`config.mk`:
```
export PLATFORM = sky130hd
export DESIGN_NAME = mem_port_arbiter_flat
export DESIGN_NICKNAME = d
export VERILOG_FILES = /design/src/rtl/mem_port_arbiter_pkg.sv /design/src/rtl/mem_port_arbiter_if.sv /design/src/rtl/mem_port_arbiter_rr_arbiter_2.sv /design/src/rtl/mem_port_arbiter.sv /design/src/flat_wrapper.sv
export SDC_FILE = /design/constraint.sdc
export NUM_CORES = 1
export LEC_CHECK = 0
export ABC_AREA = 0
export CAP_MARGIN = 25
export CORE_AREA = 2 2 206 208
export CTS_BUF_LIST = sky130_fd_sc_hd__clkbuf_16
export CTS_CLUSTER_SIZE = 8
export DETAILED_ROUTE_END_ITERATION = 8
export DIE_AREA = 0 0 208 210
export DONT_BUFFER_PORTS = 1
export GPL_ROUTABILITY_DRIVEN = 0
export SETUP_SLACK_MARGIN = 0.4
export SLEW_MARGIN = 25
export SYNTH_ARGS = -nofsm -noshare
export SYNTH_HDL_FRONTEND = slang
export SYNTH_HIERARCHICAL = 1
export SYNTH_SLANG_ARGS = --single-unit
```
`constraint.sdc`:
```
create_clock -name clk -period 2.45 [get_ports clk]
set_input_delay 0 -clock clk [delete_from_list [all_inputs] [get_ports clk]]
set_output_delay 0 -clock clk [all_outputs]
set_load 0.02 [all_outputs]
```
`src/rtl/mem_port_arbiter_pkg.sv`:
```
// Shared types for the unified-memory port arbiter: FSM states, port ownership
// and default geometry of the fetch/data/RAM buses.
package mem_port_arbiter_pkg;

  typedef enum logic [1:0] {
    IDLE,
    ISSUE,
    WAIT,
    RESP
  } arb_state_t;

  typedef enum logic {
    OWN_IF,
    OWN_DATA
  } arb_owner_t;

  localparam int unsigned ADDR_W_DEF = 64;
  localparam int unsigned DATA_W_DEF = 64;
  localparam int unsigned RD_LAT_DEF = 2;

  function automatic arb_owner_t other_owner(input arb_owner_t o);
    return (o == OWN_IF) ? OWN_DATA : OWN_IF;
  endfunction

endpackage

```
`src/rtl/mem_port_arbiter_if.sv`:
```
// Bundle of the fetch port, load/store port and single-port RAM signals.
// slave is the arbiter's view; master is the core/RAM side driving requests and read data.
interface mem_port_arbiter_if #(
  parameter int unsigned ADDR_W = 64,
  parameter int unsigned DATA_W = 64
);

  logic              if_req;
  logic [ADDR_W-1:0] if_addr;
  logic              if_gnt;
  logic              if_rvalid;
  logic [DATA_W-1:0] if_rdata;

  logic              d_req;
  logic              d_we;
  logic [ADDR_W-1:0] d_addr;
  logic [DATA_W-1:0] d_wdata;
  logic              d_gnt;
  logic              d_rvalid;
  logic [DATA_W-1:0] d_rdata;

  logic [ADDR_W-1:0] mem_addr;
  logic [DATA_W-1:0] mem_wdata;
  logic              mem_we;
  logic [DATA_W-1:0] mem_rdata;

  logic              busy;

  modport slave (
    input  if_req, if_addr,
    input  d_req, d_we, d_addr, d_wdata,
    input  mem_rdata,
    output if_gnt, if_rvalid, if_rdata,
    output d_gnt, d_rvalid, d_rdata,
    output mem_addr, mem_wdata, mem_we,
    output busy
  );

  modport master (
    output if_req, if_addr,
    output d_req, d_we, d_addr, d_wdata,
    output mem_rdata,
    input  if_gnt, if_rvalid, if_rdata,
    input  d_gnt, d_rvalid, d_rdata,
    input  mem_addr, mem_wdata, mem_we,
    input  busy
  );

endinterface

```
`src/rtl/mem_port_arbiter_rr_arbiter_2.sv`:
```
// Combinational two-way round-robin pick. req[0] is fetch, req[1] is data;
// on a tie the port that did not own the previous transaction wins.
module rr_arbiter_2
  import mem_port_arbiter_pkg::*;
(
  input  logic [1:0] req,
  input  arb_owner_t last,
  output arb_owner_t winner,
  output logic       any
);

  always_comb begin
    any    = |req;
    winner = OWN_IF;
    unique case (req)
      2'b01:   winner = OWN_IF;
      2'b10:   winner = OWN_DATA;
      2'b11:   winner = other_owner(last);
      default: winner = OWN_IF;
    endcase
  end

endmodule

```
`src/rtl/mem_port_arbiter.sv`:
```
// Shares one single-port RAM between instruction fetch and load/store with
// round-robin arbitration, one access in flight and fixed read latency.
module mem_port_arbiter
  import mem_port_arbiter_pkg::*;
#(
  parameter int unsigned ADDR_W = ADDR_W_DEF,
  parameter int unsigned DATA_W = DATA_W_DEF,
  parameter int unsigned RD_LAT = RD_LAT_DEF
) (
  input logic               clk,
  input logic               reset,
  mem_port_arbiter_if.slave bus
);

  // Counter only has to reach RD_LAT-2; keep at least one bit for small latencies.
  localparam int unsigned CNT_W = (RD_LAT > 2) ? $clog2(RD_LAT - 1) : 1;
  localparam logic [CNT_W-1:0] CNT_INIT = (RD_LAT >= 2) ? CNT_W'(RD_LAT - 2) : '0;

  arb_state_t        state_q, state_d;
  logic [CNT_W-1:0]  cnt_q, cnt_d;
  arb_owner_t        owner_q, owner_d;
  arb_owner_t        last_q, last_d;
  logic [ADDR_W-1:0] addr_q, addr_d;
  logic [DATA_W-1:0] wdata_q, wdata_d;
  logic              we_q, we_d;

  arb_owner_t        winner;
  logic              any_req;

  rr_arbiter_2 u_rr (
    .req    ({bus.d_req, bus.if_req}),
    .last   (last_q),
    .winner (winner),
    .any    (any_req)
  );

  always_ff @(posedge clk or negedge reset) begin
    if (!reset) begin
      state_q <= IDLE;
      cnt_q   <= '0;
      owner_q <= OWN_IF;
      last_q  <= OWN_DATA;
      addr_q  <= '0;
      wdata_q <= '0;
      we_q    <= 1'b0;
    end else begin
      state_q <= state_d;
      cnt_q   <= cnt_d;
      owner_q <= owner_d;
      last_q  <= last_d;
      addr_q  <= addr_d;
      wdata_q <= wdata_d;
      we_q    <= we_d;
    end
  end

  always_comb begin
    state_d = state_q;
    cnt_d   = cnt_q;
    owner_d = owner_q;
    last_d  = last_q;
    addr_d  = addr_q;
    wdata_d = wdata_q;
    we_d    = we_q;

    unique case (state_q)
      IDLE: begin
        if (any_req) begin
          owner_d = winner;
          if (winner == OWN_IF) begin
            addr_d  = bus.if_addr;
            wdata_d = '0;
            we_d    = 1'b0;
          end else begin
            addr_d  = bus.d_addr;
            wdata_d = bus.d_wdata;
            we_d    = bus.d_we;
          end
          state_d = ISSUE;
        end
      end
      ISSUE: begin
        if (we_q || (RD_LAT == 1)) begin
          state_d = RESP;
        end else begin
          cnt_d   = CNT_INIT;
          state_d = WAIT;
        end
      end
      WAIT: begin
        if (cnt_q == '0) begin
          state_d = RESP;
        end else begin
          cnt_d = cnt_q - 1'b1;
        end
      end
      RESP: begin
        last_d  = owner_q;
        state_d = IDLE;
      end
      default: state_d = IDLE;
    endcase
  end

  // All outputs decode from registered state, so an async reset clears them at once.
  always_comb begin
    bus.busy      = (state_q != IDLE);
    bus.mem_addr  = bus.busy ? addr_q : '0;
    bus.mem_wdata = bus.busy ? wdata_q : '0;
    bus.mem_we    = (state_q == ISSUE) && we_q;

    bus.if_gnt    = (state_q == ISSUE) && (owner_q == OWN_IF);
    bus.d_gnt     = (state_q == ISSUE) && (owner_q == OWN_DATA);

    bus.if_rvalid = (state_q == RESP) && (owner_q == OWN_IF);
    bus.d_rvalid  = (state_q == RESP) && (owner_q == OWN_DATA);

    bus.if_rdata  = bus.if_rvalid ? bus.mem_rdata : '0;
    bus.d_rdata   = (bus.d_rvalid && !we_q) ? bus.mem_rdata : '0;
  end

endmodule

```
`src/flat_wrapper.sv`:
```
// flat-port wrapper written by rule: the top's interface ports become plain ports
module mem_port_arbiter_flat import mem_port_arbiter_pkg::*;
#(
  parameter int unsigned ADDR_W = ADDR_W_DEF,
  parameter int unsigned DATA_W = DATA_W_DEF,
  parameter int unsigned RD_LAT = RD_LAT_DEF
)
  (clk, reset, bus_if_req, bus_if_addr, bus_d_req, bus_d_we, bus_d_addr, bus_d_wdata, bus_mem_rdata, bus_if_gnt, bus_if_rvalid, bus_if_rdata, bus_d_gnt, bus_d_rvalid, bus_d_rdata, bus_mem_addr, bus_mem_wdata, bus_mem_we, bus_busy);
  mem_port_arbiter_if #(.ADDR_W(ADDR_W), .DATA_W(DATA_W)) bus_i ();
  input logic clk;
  input logic reset;
  input wire logic [$bits(bus_i.if_req)-1:0] bus_if_req;
  input wire logic [$bits(bus_i.if_addr)-1:0] bus_if_addr;
  input wire logic [$bits(bus_i.d_req)-1:0] bus_d_req;
  input wire logic [$bits(bus_i.d_we)-1:0] bus_d_we;
  input wire logic [$bits(bus_i.d_addr)-1:0] bus_d_addr;
  input wire logic [$bits(bus_i.d_wdata)-1:0] bus_d_wdata;
  input wire logic [$bits(bus_i.mem_rdata)-1:0] bus_mem_rdata;
  output wire logic [$bits(bus_i.if_gnt)-1:0] bus_if_gnt;
  output wire logic [$bits(bus_i.if_rvalid)-1:0] bus_if_rvalid;
  output wire logic [$bits(bus_i.if_rdata)-1:0] bus_if_rdata;
  output wire logic [$bits(bus_i.d_gnt)-1:0] bus_d_gnt;
  output wire logic [$bits(bus_i.d_rvalid)-1:0] bus_d_rvalid;
  output wire logic [$bits(bus_i.d_rdata)-1:0] bus_d_rdata;
  output wire logic [$bits(bus_i.mem_addr)-1:0] bus_mem_addr;
  output wire logic [$bits(bus_i.mem_wdata)-1:0] bus_mem_wdata;
  output wire logic [$bits(bus_i.mem_we)-1:0] bus_mem_we;
  output wire logic [$bits(bus_i.busy)-1:0] bus_busy;
  assign bus_i.if_req = bus_if_req;
  assign bus_i.if_addr = bus_if_addr;
  assign bus_i.d_req = bus_d_req;
  assign bus_i.d_we = bus_d_we;
  assign bus_i.d_addr = bus_d_addr;
  assign bus_i.d_wdata = bus_d_wdata;
  assign bus_i.mem_rdata = bus_mem_rdata;
  assign bus_if_gnt = bus_i.if_gnt;
  assign bus_if_rvalid = bus_i.if_rvalid;
  assign bus_if_rdata = bus_i.if_rdata;
  assign bus_d_gnt = bus_i.d_gnt;
  assign bus_d_rvalid = bus_i.d_rvalid;
  assign bus_d_rdata = bus_i.d_rdata;
  assign bus_mem_addr = bus_i.mem_addr;
  assign bus_mem_wdata = bus_i.mem_wdata;
  assign bus_mem_we = bus_i.mem_we;
  assign bus_busy = bus_i.busy;
  mem_port_arbiter #(.ADDR_W(ADDR_W), .DATA_W(DATA_W), .RD_LAT(RD_LAT)) u_core (.clk(clk), .reset(reset), .bus(bus_i));
endmodule
```
## Word-level counts from Yosys, hierarchy flattened

Cells that the tools add are included.

| operators by class | value |
|---|---|
| add/sub/neg operators | 1 |
| eq/ne operators | 8 |
| mux-type cells | 16 |
| bitwise logic cells | 1 |
| reductions and logical operators | 14 |

Operators by type and width:

| cell | count |
|---|---|
| $mux 64 | 6 |
| $eq 2x2->1 const B | 4 |
| $pmux 2 s4 | 1 |
| $logic_and 1x1->1 | 6 |
| $reduce_and 2->1 | 3 |
| $mux 1 | 5 |
| $mux 2 | 2 |
| $ne 2x2->1 const B | 2 |
| $pmux 1 s2 | 2 |
| $reduce_bool 2->1 | 2 |
| $eq 2x1->1 const B | 1 |
| $logic_not 2->1 | 1 |
| $ne 2x1->1 const B | 1 |
| $reduce_or 2->1 | 1 |
| $logic_not 1->1 | 1 |
| $not 1->1 | 1 |
| $sub 1x1->1 const B | 1 |

| storage, ports and cells | value |
|---|---|
| register bits after elaboration | 134 |

## Logic depth before layout (Yosys ltp)

| depth | value |
|---|---|
| word-level depth | 4 |
| gate-level depth with buffers | 7 |
| mapped depth without buffers | 4 |

## By module

The synthesis kept the hierarchy.

Modules (own cells, without submodules):

| module | times used | cells each | area an instance (µm²) | seq. area each (µm²) |
|---|---|---|---|---|
| mem_port_arbiter | 1 | 883 | 7,729.9 | 3,329.4 |
| rr_arbiter_2 | 1 | 2 | 13.8 | 0.0 |

## Least setup slack after synthesis

OpenSTA, ideal clock, no wires.

| timing | value |
|---|---|
| path kind | register to register |
| start | register u_core.state_q[0] |
| end | register u_core.owner_q |
| setup time | 0.125 ns |
| arrival | 1.327 ns |
| path slack | 0.998 ns |
| stages on the path, launching flop included | 7 |
| path buffers | 2 |
| cells stage by stage | dfrtp_1 -> inv_1 -> ha_1 -> buf_4 -> and2_4 -> buf_6 -> mux2_4 |

| on the way | value |
|---|---|
| word-level cells in the longest chain between the ends | 2 |

Ends and longest elaborated chain:

| element | RTL line | RTL |
|---|---|---|
| start, declared | mem_port_arbiter.sv:19 | `arb_state_t state_q, state_d;` |
| start signal, assigned | mem_port_arbiter.sv:47 | `state_q <= state_d;` |
| $logic_not 2->1 | mem_port_arbiter.sv:66 | `unique case (state_q)` |
| $reduce_and 2->1 (no line) | - |  |
| end signal, assigned | mem_port_arbiter.sv:49 | `owner_q <= owner_d;` |
| end, declared | mem_port_arbiter.sv:21 | `arb_owner_t owner_q, owner_d;` |

No other way between the ends.
A chain may end at the register's enable or synchronous reset.

## Worst setup path in the final report

| timing | value |
|---|---|
| start | register u_core.state_q[0] |
| end | output port bus_d_rdata[60] |

| on the way | value |
|---|---|
| word-level cells in the longest chain between the ends | 4 |

Ends and longest elaborated chain:

| element | RTL line | RTL |
|---|---|---|
| $eq 2x2->1 | mem_port_arbiter.sv:116 | `bus.d_rvalid = (state_q == RESP) && (owner_q == OWN_DATA);` |
| $logic_and 1x1->1 | mem_port_arbiter.sv:116 |  |
| $logic_and 1x1->1 | mem_port_arbiter.sv:119 | `bus.d_rdata = (bus.d_rvalid && !we_q) ? bus.mem_rdata : '0;` |
| $mux 64 | mem_port_arbiter.sv:119 |  |
| end, declared | flat_wrapper.sv:24 | `output wire logic [$bits(bus_i.d_rdata)-1:0] bus_d_rdata;` |

No other way between the ends.

==> results.yml <==
status:
  status: "complete, but fails checks"
  violations: "negative hold slack"
layout:
  final_core_util: 0.260
  drive_above_1_share: 0.0833
  nNetsFinal: 1296
  synthToLayoutAreaGrowth_pct: 39.1
  stdcell_area_sq_um: 10800
pwr:
  power.leakage_uw: 0.00449
  clkPwrFrac: 0.198
  switching_share: 0.500
  internal_power_uw: 6440
  p_per_area_nw_per_um2: 1190
  power.total_uw: 12900
  power.switching_uw: 6430
  combPwrFrac: 0.526
  peakVddDrop_v: 0.000629
  p_seq_frac: 0.276
floorplanning:
  num_io_pins: 523
  die_h_um: 210
  core_sq_um: 41500
  core.rowCount: 75
  die_area_sq_um: 43700
  initial_core_util: 0.187
  fp.dieW_um: 208
yosys:
  synth_nets: 1149
  avgSynthCellArea_sq_um: 8.75
  synth.cell_area_sq_um: 7740
  ys_seq_area_frac: 0.430
  yosys_warnings: 6
  synth.distinct_cells: 25
  yosys.area.top_type: "dfrtp_1"
  synth-main-ff-cell: "dfrtp_1"
  synth_enable_flop_cells: 0
  yosysMostFrequentCell: "dfrtp_1"
  synth_commonest_cells: "dfrtp_1 (132), and2_1 (131), a21oi_1 (129)"
  syn-instance-count: 885
  async_flop_share: 1.00
  synth_area_leaders: "dfrtp_1 (43%), and2_1 (11%), mux2i_1 (8.5%)"
  ys_seq_elements: 133
  synth.top_cell.area_share: 0.427
setup_path:
  cpPeakStageDelay_ns: 0.41
  path_cells: "ha_1 > and3b_1 > buf_8 > and2_1"
  cp-start-kind: "register"
  end_kind: "output port"
  crit_path_max_fanout: 64
  crit_path_top_delay_cell: "dfrtp_1"
  worst_ep_required_time_ns: 2.45
  worst-setup-path-type: "reg2out"
  cp.arrival_ns: 1.94
sta:
  fin_skew_ns: 0.0215
  fmax_mhz: 516
  fin_crit_sh: 0.792
  setup_tns_ns: 0
  rsz0062_at_grt: "yes"
  hold_viol_final: 133
  worst_pin_slew_ns: 0.746
  slew_headroom: 0.502
  setup_viol: 0
  whs_ns: -0.761
  drv_slew: 0
  min_period_ns: 1.94
job:
  drv_cap: 0
cts:
  cts_max_level: 4
  cts_tree: "built"
  cts.clk_slew.worst_paths_ns: 0.06
  clock_path_buffers: 2
  numCtsBuffers: 17
  clk-insertion-delay-late_ns: 0.48
  hold_buffers: 196
  cts_sinks: 133
  cts_root_buf: "clkbuf_16"
global_routing:
  grt_use_met2: 0.191
  grt_max_degree: 134
  grt_pass1_vias: 7058
  grtUsageMet3: 0.0441
  met1_usage: 0.153
  antenna_found_initial: 3
  busiest_layer: "met2"
  grtUsageTotal: 0.123
  grt_first_pass_wirelength_um: 41300
  grt_overflow: 0
drt:
  first_pass_iters: 7
  drc_errors: 0
  initialDrtViolationCount: 587
  viasPerCell: 4.53
  wire_per_inst_um: 18.0
  drt-total-wl_um: 28500
  vias: 7196
  ant_nets: 0
worst_hold_path:
  hold_path_class: "in2async"
place:
  io_buffers: 0
  dp_hpwl_um: 17100
  place_area_sq_um: 8080
-- layout make-up --
class                      count  area [sq um]
antenna                        5          12.5
clock buffer                  17           425
clock inverter                15           145
fill                        4347         30700
inverter                      68           255
multi-input combinational    597          3690
sequential                   133          3330
tap                          539           674
timing repair buffer         215          2230
-- sequential cells by signal, summed over array words and instances (netlist names) --
register        cells
u_core/wdata_q     64
u_core/addr_q      64
u_core/owner_q      1
u_core/last_q       1
u_core/state_q      2
u_core/we_q         1
-- through the flow --
step | std cells | worst slack (ns)
2_1_floorplan | 885 | 0.998
3_3_place_gp | 1350 | 0.507
3_5_place_dp | 1350 | 0.389
4_1_cts | 1580 | 0.406
5_1_grt | 1586 | 0.345
6_report | 1589 | 0.510
-- layer usage --
metal  vias up  share of wire
li1       3233              -
met1      3401           0.40
met2       499           0.47
met3        63          0.093
met4         0          0.029
met5         -              0
-- timing repair --
item | 4_1_cts | 5_1_grt
endpoints found under the setup margin | 216 | 84
cloned | 1 | 0
hold endpoints to repair | 262 | 133
buffers inserted | 1 | 4
gates resized for setup | 13 | 25
-- power by group through the flow --
stage,Combinational (uW),Sequential (uW),Clock [uW]
floorplan,5410,3380,0
global placement,5990,3530,0
detailed placement,6100,3530,0
CTS,6570,3520,2680
global route,7230,3650,2720
finish,6770,3550,2550
-- cells by family (layout without fill, tap and decap cells) --
group           Yosys count  after routing  synth area share
compound gates          195            195             0.126
buf+inv                 155            315             0.102
simple gates            330            330             0.247
fa+ha+maj                 3              3           0.00485
other cells               0              5                 0
flops                   133            133             0.430
mux                      69             69            0.0902
-- cell usage in the layout (no fill, tap or decap), drive strengths merged --
| master | Yosys | layout |
|---|---|---|
| a21boi | 1 | 1 |
| a21oi | 129 | 129 |
| and2 | 132 | 132 |
| and3b | 1 | 1 |
| buf | 68 | 18 |
| bufbuf | 0 | 1 |
| bufinv | 0 | 1 |
| clkbuf | 19 | 17 |
| clkinv | 0 | 5 |
| clkinvlp | 0 | 3 |
| dfrtp | 132 | 132 |
| dfstp | 1 | 1 |
| diode | 0 | 5 |
| dlygate4sd3 | 0 | 196 |
| ha | 3 | 3 |
| inv | 68 | 74 |
| mux2 | 3 | 3 |
| mux2i | 66 | 66 |
| nand2b | 1 | 1 |
| nand4 | 65 | 65 |
| nor2 | 64 | 64 |
| nor2b | 66 | 66 |
| o21ai | 65 | 65 |
| or2 | 1 | 1 |
-- critical path: cells and delay by family, from the launching register on --
family	cells	cell delay (ns)
and+or+nand+nor	2	0.51
DFF	1	0.41
adders and majority gates	1	0.25
buffers and inverters	1	0.26
-- final timing paths --
check	from	slack, ns	end	depth (start not counted)
max reg2reg	u_core/last_q	0.53	u_core/wdata_q[28]	5
max	u_core/state_q[0]	0.51	bus_d_rdata[60]	4
min	reset	-0.76	u_core/wdata_q[27]	0
min reg2reg	u_core/addr_q[33]	0.52	u_core/addr_q[33]	2
max in group asynchronous	reset	2.93	u_core/wdata_q[58]	0
min in group clk	bus_d_req	0.09	u_core/wdata_q[45]	4
Power figures use the tool's default switching activity.
